`config.mk`:
```
export PLATFORM = sky130hd
export DESIGN_NAME = voice_mixer_flat
export DESIGN_NICKNAME = d
export VERILOG_FILES = /design/src/rtl/voice_mixer_if.sv /design/src/rtl/voice_mixer.sv /design/src/flat_wrapper.sv
export SDC_FILE = /design/constraint.sdc
export NUM_CORES = 1
export LEC_CHECK = 0
export ABC_AREA = 1
export CAP_MARGIN = 30
export CORE_ASPECT_RATIO = 0.7
export CORE_MARGIN = 5
export CORE_UTILIZATION = 34
export CTS_BUF_LIST = sky130_fd_sc_hd__clkbuf_4 sky130_fd_sc_hd__clkbuf_8
export CTS_CLUSTER_DIAMETER = 30
export DETAILED_ROUTE_END_ITERATION = 16
export SYNTH_ARGS = -nofsm -noshare
export SYNTH_HDL_FRONTEND = slang
export SYNTH_SLANG_ARGS = --single-unit
```
`constraint.sdc`:
```
create_clock -name clk -period 10.3 [get_ports clk]
set_input_delay 1.03 -clock clk [delete_from_list [all_inputs] [get_ports clk]]
set_output_delay 1.03 -clock clk [all_outputs]
set_load 0.005 [all_outputs]
```
`src/rtl/voice_mixer_if.sv`:
```
// Voice sample strobes into the mixer and the mixed sample strobe out of it.
// Handshake: every ready_* is a one-cycle valid qualifying its sample in that same cycle; no back-pressure exists in either direction.
interface voice_mixer_if;
  logic signed [15:0] sample_one;
  logic signed [15:0] sample_two;
  logic signed [15:0] sample_three;
  logic               ready_one;
  logic               ready_two;
  logic               ready_three;
  logic signed [15:0] mixed_sample;
  logic               mixed_ready;

  modport master (
    output sample_one, sample_two, sample_three,
    output ready_one, ready_two, ready_three,
    input  mixed_sample, mixed_ready
  );

  modport slave (
    input  sample_one, sample_two, sample_three,
    input  ready_one, ready_two, ready_three,
    output mixed_sample, mixed_ready
  );
endinterface

```
`src/rtl/voice_mixer.sv`:
```
// Three-voice collector/mixer with timeout, gain-scaled saturating sum and a
// per-emit linear gain fade.
module voice_mixer #(
  parameter int TIMEOUT   = 64,
  parameter int FADE_STEP = 4
) (
  input  logic           clk,
  input  logic           reset,
  input  logic           play,
  input  logic [2:0]     voice_enable,
  voice_mixer_if.slave   bus,
  output logic           clipped,
  output logic           timeout_seen,
  output logic [8:0]     gain,
  output logic [1:0]     state_dbg
);

  typedef enum logic [1:0] {
    COLLECT = 2'd0,
    SUM     = 2'd1,
    EMIT    = 2'd2
  } state_t;

  localparam int CW = $clog2(TIMEOUT + 1);
  localparam logic [CW-1:0] CNT_LAST = CW'(TIMEOUT - 1);

  state_t             state_q, state_d;
  logic [2:0]         pending_q;
  logic [2:0]         carry_q;
  logic signed [15:0] hold_q [3];
  logic signed [15:0] sample_in [3];
  logic [CW-1:0]      cnt_q;
  logic               tmo_q;

  logic [2:0]         strobe;
  logic [2:0]         pending_merged;
  logic               complete;
  logic               timed_out;
  logic               tmo_hit;

  logic signed [17:0] sum;
  logic signed [27:0] product;
  logic signed [27:0] scaled;
  logic signed [15:0] sat_val;
  logic               sat_hit;

  logic [9:0]         gain_up;
  logic [8:0]         gain_next;

  assign sample_in[0] = bus.sample_one;
  assign sample_in[1] = bus.sample_two;
  assign sample_in[2] = bus.sample_three;

  // Strobes of disabled voices are dropped outright, which also covers the all-disabled case.
  assign strobe         = {bus.ready_three, bus.ready_two, bus.ready_one} & voice_enable;
  assign pending_merged = pending_q | strobe;
  assign complete       = (voice_enable != 3'b000) && ((pending_merged & voice_enable) == voice_enable);
  assign timed_out      = (pending_q != 3'b000) && (cnt_q == CNT_LAST);
  assign state_dbg      = state_q;

  always_comb begin
    state_d = state_q;
    tmo_hit = 1'b0;
    case (state_q)
      COLLECT: begin
        if (voice_enable == 3'b000) begin
          state_d = COLLECT;
        end else if (complete) begin
          state_d = SUM;
        end else if (timed_out) begin
          state_d = SUM;
          tmo_hit = 1'b1;
        end
      end
      SUM:     state_d = EMIT;
      EMIT:    state_d = COLLECT;
      default: state_d = COLLECT;
    endcase
  end

  always_comb begin
    sum = '0;
    for (int i = 0; i < 3; i++) begin
      if (pending_q[i] && voice_enable[i]) begin
        sum = sum + 18'(hold_q[i]);
      end
    end
  end

  // Gain is unsigned, so it gets a zero sign bit before the signed multiply.
  assign product = 28'(sum) * 28'($signed({1'b0, gain}));
  assign scaled  = product >>> 8;

  always_comb begin
    sat_val = scaled[15:0];
    sat_hit = 1'b0;
    if (scaled > 28'sd32767) begin
      sat_val = 16'sh7fff;
      sat_hit = 1'b1;
    end else if (scaled < -28'sd32768) begin
      sat_val = 16'sh8000;
      sat_hit = 1'b1;
    end
  end

  assign gain_up = {1'b0, gain} + 10'(FADE_STEP);

  always_comb begin
    if (play) begin
      gain_next = (gain_up > 10'd256) ? 9'd256 : gain_up[8:0];
    end else begin
      gain_next = (gain < 9'(FADE_STEP)) ? 9'd0 : gain - 9'(FADE_STEP);
    end
  end

  always_ff @(posedge clk) begin
    if (!reset) begin
      state_q          <= COLLECT;
      pending_q        <= '0;
      carry_q          <= '0;
      cnt_q            <= '0;
      tmo_q            <= 1'b0;
      bus.mixed_sample <= '0;
      bus.mixed_ready  <= 1'b0;
      clipped          <= 1'b0;
      timeout_seen     <= 1'b0;
      gain             <= '0;
      for (int i = 0; i < 3; i++) begin
        hold_q[i] <= '0;
      end
    end else begin
      state_q         <= state_d;
      bus.mixed_ready <= 1'b0;
      for (int i = 0; i < 3; i++) begin
        if (strobe[i]) begin
          hold_q[i] <= sample_in[i];
        end
      end
      case (state_q)
        COLLECT: begin
          if (voice_enable == 3'b000) begin
            pending_q <= '0;
            cnt_q     <= '0;
          end else if (state_d == SUM) begin
            pending_q <= pending_merged;
            cnt_q     <= '0;
            tmo_q     <= tmo_hit;
          end else begin
            pending_q <= pending_merged;
            if (pending_q != 3'b000) begin
              cnt_q <= cnt_q + CW'(1);
            end
          end
        end
        SUM: begin
          // Strobes seen here belong to the next collection, so they park in carry_q.
          bus.mixed_sample <= sat_val;
          clipped          <= clipped | sat_hit;
          carry_q          <= carry_q | strobe;
        end
        EMIT: begin
          bus.mixed_ready <= 1'b1;
          pending_q       <= carry_q | strobe;
          carry_q         <= '0;
          timeout_seen    <= timeout_seen | tmo_q;
          gain            <= gain_next;
        end
        default: begin
          pending_q <= '0;
        end
      endcase
    end
  end

endmodule

```
`src/flat_wrapper.sv`:
```
// flat-port wrapper written by rule: the top's interface ports become plain ports
module voice_mixer_flat 
#(
  parameter int TIMEOUT   = 64,
  parameter int FADE_STEP = 4
)
  (clk, reset, play, voice_enable, clipped, timeout_seen, gain, state_dbg, bus_sample_one, bus_sample_two, bus_sample_three, bus_ready_one, bus_ready_two, bus_ready_three, bus_mixed_sample, bus_mixed_ready);
  voice_mixer_if bus_i ();
  input  logic clk;
  input  logic reset;
  input  logic play;
  input  logic [2:0] voice_enable;
  output logic clipped;
  output logic timeout_seen;
  output logic [8:0] gain;
  output logic [1:0] state_dbg;
  input wire logic [$bits(bus_i.sample_one)-1:0] bus_sample_one;
  input wire logic [$bits(bus_i.sample_two)-1:0] bus_sample_two;
  input wire logic [$bits(bus_i.sample_three)-1:0] bus_sample_three;
  input wire logic [$bits(bus_i.ready_one)-1:0] bus_ready_one;
  input wire logic [$bits(bus_i.ready_two)-1:0] bus_ready_two;
  input wire logic [$bits(bus_i.ready_three)-1:0] bus_ready_three;
  output wire logic [$bits(bus_i.mixed_sample)-1:0] bus_mixed_sample;
  output wire logic [$bits(bus_i.mixed_ready)-1:0] bus_mixed_ready;
  assign bus_i.sample_one = bus_sample_one;
  assign bus_i.sample_two = bus_sample_two;
  assign bus_i.sample_three = bus_sample_three;
  assign bus_i.ready_one = bus_ready_one;
  assign bus_i.ready_two = bus_ready_two;
  assign bus_i.ready_three = bus_ready_three;
  assign bus_mixed_sample = bus_i.mixed_sample;
  assign bus_mixed_ready = bus_i.mixed_ready;
  voice_mixer #(.TIMEOUT(TIMEOUT), .FADE_STEP(FADE_STEP)) u_core (.clk(clk), .reset(reset), .play(play), .voice_enable(voice_enable), .bus(bus_i), .clipped(clipped), .timeout_seen(timeout_seen), .gain(gain), .state_dbg(state_dbg));
endmodule
```
# After elaboration in Yosys (flattened, before gate mapping)

Memories as Yosys holds them, arrays and structs flattened.
Cells that the tools add are included.

Memories: 1
Memory bits (writable): 48
Output and inout port bits: 30
Input port bits: 57
Flip-flop bits (word level): 44
Logic and storage cells: 85

$lt $le $gt $ge: 4
$add $sub $neg: 5
Reduce and logical (&&, ||, !) cells: 13
Mux-type cells: 36
Multipliers: 1
Eq/ne operators: 5
Bitwise operators: 10

Memories:

| name          | depth | bits a word | read ports | clocked after memory_dff | write ports | RTL line          | RTL |
|---|---|---|---|---|---|---|---|
| u_core.hold_q | 3     | 16          | 3          | 0                        | 3           | voice_mixer.sv:30 | `logic signed [15:0] hold_q [3];` |

Operator list:

| kind                   | count |
|---|---|
| $mux W16               | 5 |
| $mux W18               | 3 |
| $add A18 B16 Y18       | 2 |
| $mul A18 B10 Y28       | 1 |
| $mux W9                | 3 |
| $mux W7                | 3 |
| $gt A20 B16 Y1 const B | 1 |
| $lt A20 B16 Y1 const B | 1 |
| $mux W1                | 15 |
| $add A9 B3 Y10 const B | 1 |
| $gt A10 B9 Y1 const B  | 1 |
| $lt A9 B3 Y1 const B   | 1 |
| $pmux W3 S3            | 1 |
| $reduce_bool A3 Y1     | 3 |
| $sub A9 B3 Y9 const B  | 1 |
| $add A7 B1 Y7 const B  | 1 |
| $eq A7 B6 Y1 const B   | 1 |
| $and A3 B3 Y3          | 2 |
| $mux W2                | 3 |
| $or A3 B3 Y3           | 2 |
| $pmux W3 S2            | 1 |
| $logic_and A1 B1 Y1    | 5 |
| $or A1 B1 Y1           | 5 |
| $eq A2 B1 Y1 const B   | 2 |
| 10 further kinds       | 10 |

# Logic depth before layout (Yosys ltp)

Gate-level depths: netlist of run 1.

Depth in word-level cells: 11
Depth in mapped cells: 57
Gate-level depth less buffers: 54

# Worst setup path before layout of run 1

OpenSTA, ideal clock, no wires.

Path kind: input -> register
Start: input voice_enable[0]
End: register u_core.bus.mixed_sample[7]
Path buffers: 3
Stages on the path: 51
Library setup time: 0.119 ns
Arrival: 8.579 ns
Setup slack: 1.602 ns
Required time: 10.181 ns
Cell sequence: nand2_1 buf_6 clkbuf_1 nor2_1 ha_1 a21o_1 nand2_1 nand2_1 nand2_1 o21ai_2 nand3_1 nand3_1 nand2_1 nand2_1 nand2_1 nand2_1 inv_1 ha_1 (+15 left out) fa_1 fa_1 inv_1 fa_1 inv_1 ha_1 nand2_1 inv_1 a21oi_1 a21boi_1 nand3_1 nand2_1 nand2_1 nor2_1 nand3b_1 a21oi_4 buf_6 a21oi_1

Word-level cells in the longest chain between the ends: 10
Elaborated cells between the ends (all ways): 11
Classes of those cells: 2 x add/sub; 1 x mul; 2 x order compare; 5 x mux; 1 x reduce/logical

RTL lines:

| item                  | RTL line             | RTL |
|---|---|---|
| from (decl)           | flat_wrapper.sv:12   | `input logic [2:0] voice_enable;` |
| $logic_and A1 B1 Y1 * | voice_mixer.sv:84    | `if (pending_q[i] && voice_enable[i]) begin` |
| $mux W18 *            | voice_mixer.sv:84    |  |
| $add A18 B16 Y18      | voice_mixer.sv:85    | `sum = sum + 18'(hold_q[i]);` |
| $mux W18 *            | voice_mixer.sv:84    |  |
| $add A18 B16 Y18      | voice_mixer.sv:85    |  |
| $mux W18 *            | voice_mixer.sv:84    |  |
| $mul A18 B10 Y28 *    | voice_mixer.sv:91    | `assign product = 28'(sum) * 28'($signed({1'b0, gain}));` |
| $lt A20 B16 Y1        | voice_mixer.sv:100   | `end else if (scaled < -28'sd32768) begin` |
| $mux W16              | voice_mixer.sv:100   |  |
| $mux W16 *            | voice_mixer.sv:97    | `if (scaled > 28'sd32767) begin` |
| to (signal assigned)  | voice_mixer.sv:157   | `bus.mixed_sample <= sat_val;` |
| to (decl)             | voice_mixer_if.sv:22 | `output mixed_sample, mixed_ready` |

Mark *: on every way between the ends. The rest lies on a longest branch, timed or not.
A chain may end at the register's enable or synchronous reset.

# Worst setup path after layout of run 1

Start: input voice_enable[0]
End: register u_core.bus.mixed_sample[6]

Same word-level chain as after synthesis.

==> results of run 1 <==
[state kept, by name, indices dropped and copies added (netlist names)]
signal / flops
u_core.hold_q: 48
u_core.bus.mixed_sample: 16
u_core.cnt_q: 7
u_core.gain: 7
u_core.carry_q: 3
u_core.pending_q: 3
u_core.state_dbg: 2
u_core.bus.mixed_ready: 1
u_core.clipped: 1
u_core.timeout_seen: 1
u_core.tmo_q: 1
[synth_stat cells, types with 4 or more instances]
cell	count
inv_1	341
nand2_1	324
nor2_1	202
fa_1	131
ha_1	98
nand3_1	81
a21oi_1	75
o21ai_0	75
edfxtp_1	48
dfxtp_1	42
nand2_2	37
xor2_1	24
clkbuf_1	23
xnor2_1	22
nand4_1	17
a21o_1	13
a21oi_2	13
nor2_2	13
nor3_1	12
a31oi_1	11
inv_2	11
nand3_2	11
nand2_4	10
nand3b_1	8
buf_2	7
o21ai_1	7
o21bai_1	5
buf_6	4
[worst reg2reg max path: cells and delay by family (launching register included)]
family / cells / cell delay, ns
and+or+nand+nor: 21 / 2.73
adders and majority gates: 8 / 3.73
AOI/OAI and AO/OA: 5 / 0.93
buffers and inverters: 11 / 1.17
DFF: 1 / 0.35
[logic make-up (layout without fill, tap and decap cells)]
kind of cell,after synthesis,count (layout),synth area share
simple gates,725,725,0.258
buf+inv,394,465,0.123
fa+ha+maj,229,229,0.307
compound gates,213,213,0.0976
flops,90,90,0.182
xor+xnor,46,46,0.0321
other cells,2,46,0.000598
[power by group]
part / switching, uW / internal [uW]
sequential: 26.8 / 415
clock: 153 / 101
combinational: 517 / 277
[through the flow]
stage / hold slack, ns / instances / power [uW]
final: 0.468 / 2294 / 1490
after global routing: 0.494 / 2294 / 1620
after CTS: 0.475 / 2294 / 1490
after detailed placement: 0.453 / 2278 / 1230
after global placement: 0.449 / 2278 / 1230
after floorplan: 0.425 / 1743 / 1010
[metal layers]
| layer | wire, um | vias up | global-route usage |
|---|---|---|---|
| li1 | - | 5449 | - |
| met1 | 17900 | 5315 | 0.273 |
| met2 | 13600 | 312 | 0.246 |
| met3 | 2380 | 27 | 0.0350 |
| met4 | 384 | 0 | 0.0342 |
| met5 | 0 | - | 0 |
[worst min-delay path by stage]
| stage | startpoint | end | slack, ns | depth (start not counted) |
|---|---|---|---|---|
| finish | u_core.tmo_q | u_core.tmo_q | 0.47 | 2 |
| global route | u_core.tmo_q | u_core.tmo_q | 0.49 | 2 |
| CTS | u_core.tmo_q | u_core.tmo_q | 0.47 | 2 |
| detailed placement | u_core.timeout_seen | u_core.timeout_seen | 0.45 | 2 |
| global placement | u_core.cnt_q[3] | u_core.cnt_q[3] | 0.45 | 2 |
| floorplan | u_core.tmo_q | u_core.tmo_q | 0.42 | 2 |
[area by class of cell]
| type | instances | area (sq um) |
|---|---|---|
| inverters | 354 | 1330 |
| clock inverters | 5 | 46.3 |
| repair buffers | 95 | 923 |
| fillers | 3746 | 22000 |
| clock buffers | 11 | 145 |
| multi-input cells | 1259 | 8900 |
| flip-flops and latches | 90 | 2280 |
| well taps | 480 | 601 |
[repair_timing]
action | CTS | global route
resized for setup | 0 | 2
buffers inserted | 0 | 0
setup endpoints to repair | 0 | 16
==> results.py, run 1 <==
metrics = {
    "drt": {
        "drt_wl_total_um": 34300,
        "drt_first_iter_violations": 894,
        "ant_nets": 0,
        "dr.pass1.iters": 6,
        "via_per_inst": 4.84,
        "via_count": 11100,
        "drcViolationCount": 0,
        "wl_per_cell_um": 15.0,
    },
    "grt": {
        "grt_max_degree": 49,
        "antenna_found_initial": 0,
        "grt_pass1_vias": 11000,
        "grt.overflow.total": 0,
        "grt_use_total": 0.174,
        "grt_pass1_wl_um": 57500,
    },
    "place": {
        "portBuffers": 84,
        "finalWeightedCongestion": 0.979,
        "dp_hpwl_um": 28900,
        "place_area_sq_um": 14000,
        "post-place-ws_ns": 0.199,
    },
    "logic_synthesis": {
        "synthFlopType": "edfxtp_1",
        "synth.area.top_cells": "fa_1 (21%), edfxtp_1 (11%), inv_1 (10%)",
        "synth_cell_types": 50,
        "netlist_area_sq_um": 12500,
        "yosys_register_bits": 90,
        "avgSynthCellArea_sq_um": 7.39,
        "async_flop_share": 0,
        "postSynthCellCount": 1699,
        "synth_largest_area_cell": "fa_1",
        "ys_seq_area_frac": 0.182,
        "yosysTopAreaCellShare": 0.209,
        "synth_edf_count": 48,
        "ys_warn_count": 0,
    },
    "critical_path": {
        "worstSetupPathType": "input pin to flop",
        "r2r-start": "u_core.pending_q[0]",
        "path_buf_inv": 12,
        "max_stage_delay_ns": 0.67,
        "start_kind": "input pin",
        "cpMaxStageDelayCell": "fa_1",
        "worstPathRequired_ns": 10.59,
        "cp_top_family": "adder cells",
        "arrival_ns": 10.02,
        "cp-end-kind": "flop",
        "worst_r2r_endpoint": "u_core.bus.mixed_sample[6]",
        "path_max_fanout": 17,
        "crit_path_start": "voice_enable[0]",
        "endpoint": "u_core.bus.mixed_sample[6]",
        "rrSetupSlack_ns": 1.29,
        "worstRegToRegCells": 45,
        "path_depth": 46,
    },
    "clocking": {
        "cts_made_buffers": 9,
        "cts_max_level": 3,
        "clk_latency_ns": 0.40,
        "cts_root_buf": "clkbuf_8",
        "hold_buffers": 0,
        "clock-sinks": 90,
        "clk_pin_slew_ns": 0.10,
        "ctsLongestPathBuffers": 2,
        "cts_tree": "built",
    },
    "min_path": {
        "min_path_type": "flop to flop",
    },
    "die": {
        "num_rows": 58,
        "io_pins": 87,
        "dieArea_sq_um": 40900,
        "core_sq_um": 36200,
        "die_width_um": 240,
        "die_y_um": 171,
        "initial_core_util": 0.347,
    },
    "layout": {
        "final_cell_area_sq_um": 14200,
        "nets": 2095,
        "drive_gt1_frac": 0.0739,
        "finish.utilization": 0.393,
        "final_common_cell": "inv_1",
        "layout_common_cells": "inv_1 (341), nand2_1 (324), nor2_1 (202)",
        "area_growth_syn_to_layout_pct": 13.4,
        "diodes": 0,
    },
    "power": {
        "p_leak_uw": 0.00717,
        "p_per_area_nw_per_um2": 105,
        "irDropWorstVdd_mv": 0.0527,
    },
    "sta": {
        "slew_viol_final": 0,
        "fmax_ghz": 0.103,
        "rsz0062_at_grt": "no",
        "relSlewSlack": 0.327,
        "worst_slack_ns": 0.565,
        "fin_crit_sh": 0.945,
        "tns_ns": 0,
        "hold_viol_final": 0,
        "skew_ns": 0.0190,
        "setup_viol": 0,
        "min_period_ns": 9.73,
        "tightest_slew_ns": 1.01,
    },
    "run": {
        "drv_cap": 0,
    },
    "run_status": {
        "outcome": "finished clean",
    },
}
No activity file was read; power rests on OpenSTA's default activity.
==> run 2, diff against run 1 <==
--- a/config.mk
+++ b/config.mk
@@ -9,8 +9,8 @@
 export CAP_MARGIN = 30
 export CORE_ASPECT_RATIO = 0.7
 export CORE_MARGIN = 5
-export CORE_UTILIZATION = 34
-export CTS_BUF_LIST = sky130_fd_sc_hd__clkbuf_4 sky130_fd_sc_hd__clkbuf_8
+export CORE_UTILIZATION = 40
+export CTS_BUF_LIST = sky130_fd_sc_hd__clkbuf_8
 export CTS_CLUSTER_DIAMETER = 30
 export DETAILED_ROUTE_END_ITERATION = 16
 export SYNTH_ARGS = -nofsm -noshare
==> run 2 against run 1 <==
Net effect: first-iteration DRC count rose by 4.6%; critical endpoint is now u_core.bus.mixed_sample[7]; clock power increased by 5%; highest routed layer unchanged; fmax up 0.84%; design area is 0.38% higher; critical path type unchanged.
==> results.py, run 2 (synthesis gave the netlist of run 1 again) <==
metrics = {
    "clocking": {
        "cts_tree": "built",
        "cts_max_level": 3,
        "clk_pin_slew_ns": 0.12,
        "ctsLongestPathBuffers": 2,
        "cts_made_buffers": 9,
        "clk_latency_ns": 0.41,
        "clock-sinks": 90,
        "cts_root_buf": "clkbuf_8",
    },
    "grt": {
        "met3_usage": 0.0419,
        "grt.overflow.total": 0,
        "grt_pass1_wl_um": 58500,
        "grt_use_met2": 0.301,
        "met1_usage": 0.319,
        "antenna_found_initial": 0,
        "grt_max_degree": 49,
        "grt_pass1_vias": 11100,
        "grt.busiest_layer": "met1",
        "grt_use_total": 0.207,
    },
    "sta": {
        "tightest_slew_ns": 0.883,
        "hold_ws_ns": 0.484,
        "rsz0062_at_grt": "no",
        "worst_slack_ns": 0.647,
        "skew_ns": 0.0184,
        "hold_viol_final": 0,
        "tns_ns": 0,
        "fmax_ghz": 0.104,
        "relSlewSlack": 0.410,
        "setup_viol": 0,
        "min_period_ns": 9.65,
        "fin_crit_sh": 0.937,
        "slew_viol_final": 0,
    },
    "die": {
        "core_sq_um": 31100,
        "io_pins": 87,
        "die_width_um": 222,
        "num_rows": 54,
        "dieArea_sq_um": 35100,
        "initial_core_util": 0.404,
        "die_y_um": 158,
    },
    "critical_path": {
        "cp_top_family": "adder cells",
        "r2r-start": "u_core.pending_q[0]",
        "cp-end-kind": "flop",
        "cpMaxStageDelayCell": "fa_1",
        "path_max_fanout": 15,
        "worst_r2r_endpoint": "u_core.bus.mixed_sample[7]",
        "max_stage_delay_ns": 0.55,
        "rrSetupSlack_ns": 1.20,
        "start_kind": "input pin",
        "crit_top_cell": "nand2_1",
        "worstRegToRegCells": 42,
        "worstSetupPathType": "input pin to flop",
        "arrival_ns": 9.96,
        "worstPathRequired_ns": 10.60,
        "path_buf_inv": 7,
    },
    "layout": {
        "drive_gt1_frac": 0.0795,
        "area_growth_syn_to_layout_pct": 13.8,
        "biggestRegsByFlops": "u_core.hold_q: 48 flops, u_core.bus.mixed_sample: 16 flops",
        "layout_common_cells": "inv_1 (341), nand2_1 (324), nor2_1 (202)",
        "final_common_cell": "inv_1",
        "nets": 2105,
        "diodes": 0,
        "top_register": "u_core.hold_q",
        "largest_reg_flops": 48,
    },
    "drt": {
        "drcViolationCount": 0,
        "wl_per_cell_um": 15.7,
        "drt_wl_total_um": 35200,
        "dr.pass1.iters": 7,
        "via_count": 11100,
        "ant_nets": 0,
        "via_per_inst": 4.94,
        "drt_first_iter_violations": 935,
    },
    "place": {
        "portBuffers": 84,
        "finalWeightedCongestion": 0.975,
        "post-place-ws_ns": 0.136,
        "dp_hpwl_um": 29800,
    },
    "min_path": {
        "hold-path-cell-count": 2,
        "min_path_type": "flop to flop",
        "min_to": "u_core.tmo_q",
        "worstHoldStart": "u_core.tmo_q",
    },
    "power": {
        "p_clk_frac": 0.175,
        "swShare": 0.472,
        "p_switching_uw": 721,
        "p_per_area_nw_per_um2": 107,
        "irDropWorstVdd_mv": 0.0654,
        "p_leak_uw": 0.00723,
        "p_int_uw": 807,
        "power_frac_comb": 0.538,
        "pwr-share-seq": 0.287,
    },
    "run_status": {
        "outcome": "finished clean",
    },
    "run": {
        "drv_cap": 0,
    },
}
run 2: area by class of cell:
class,instances,area [sq um]
multi-input combinational,1259,8900
fill,3259,16800
clock inverter,7,76.3
inverter,354,1330
sequential,90,2280
tap,420,526
clock buffer,9,124
timing repair buffer,105,1040
run 2: worst register-to-register path: cells and delay by family (launching register included):
kind	cells	cell delay [ns]
adders and majority gates	9	3.84
AOI/OAI and AO/OA	5	1.23
buffers and inverters	7	0.61
DFF	1	0.32
xor gates and xnor gates	1	0.17
and+or+nand+nor	20	2.84
run 2: metrics by stage:
stage                     power, uW  cells  cell area [sq um]  utilization
after floorplan                1010   1743              12700            -
after global placement         1230   2222              14000        0.450
after detailed placement       1240   2224              14000        0.451
after CTS                      1510   2240              14200        0.457
after global routing           1660   2244              14300        0.459
final                          1530   2244              14300        0.459
run 2: metal layers:
layer | routed length [um] | vias up | part of all wire
met1 | 18400 | 5270 | 0.52
met4 | 530 | 0 | 0.015
li1 | - | 5464 | -
met5 | 0 | - | 0
met2 | 13900 | 320 | 0.40
met3 | 2370 | 26 | 0.067
run 2: worst max path at each step:
stage	start	end	slack [ns]	cells after the start
finish	voice_enable[0]	u_core.bus.mixed_sample[7]	0.65	42
global route	voice_enable[0]	u_core.bus.mixed_sample[9]	0.03	50
CTS	voice_enable[0]	u_core.bus.mixed_sample[7]	0.55	42
detailed placement	voice_enable[0]	u_core.bus.mixed_sample[7]	0.14	42
global placement	voice_enable[0]	u_core.bus.mixed_sample[5]	0.19	42
floorplan	voice_enable[0]	u_core.bus.mixed_sample[7]	1.60	51
run 2: power by group through the flow:
stage	combinational (uW)	sequential (uW)	clock [uW]
after detailed placement	790	447	0
after floorplan	576	437	0
after CTS	796	439	278
after global routing	926	443	289
final	823	438	267
after global placement	786	448	0
run 2: what timing repair did:
action / CTS / global route
setup endpoints to repair: 0 / 16
buffers inserted: 0 / 3
resized for setup: 0 / 1
hold buffers: 0 / 0
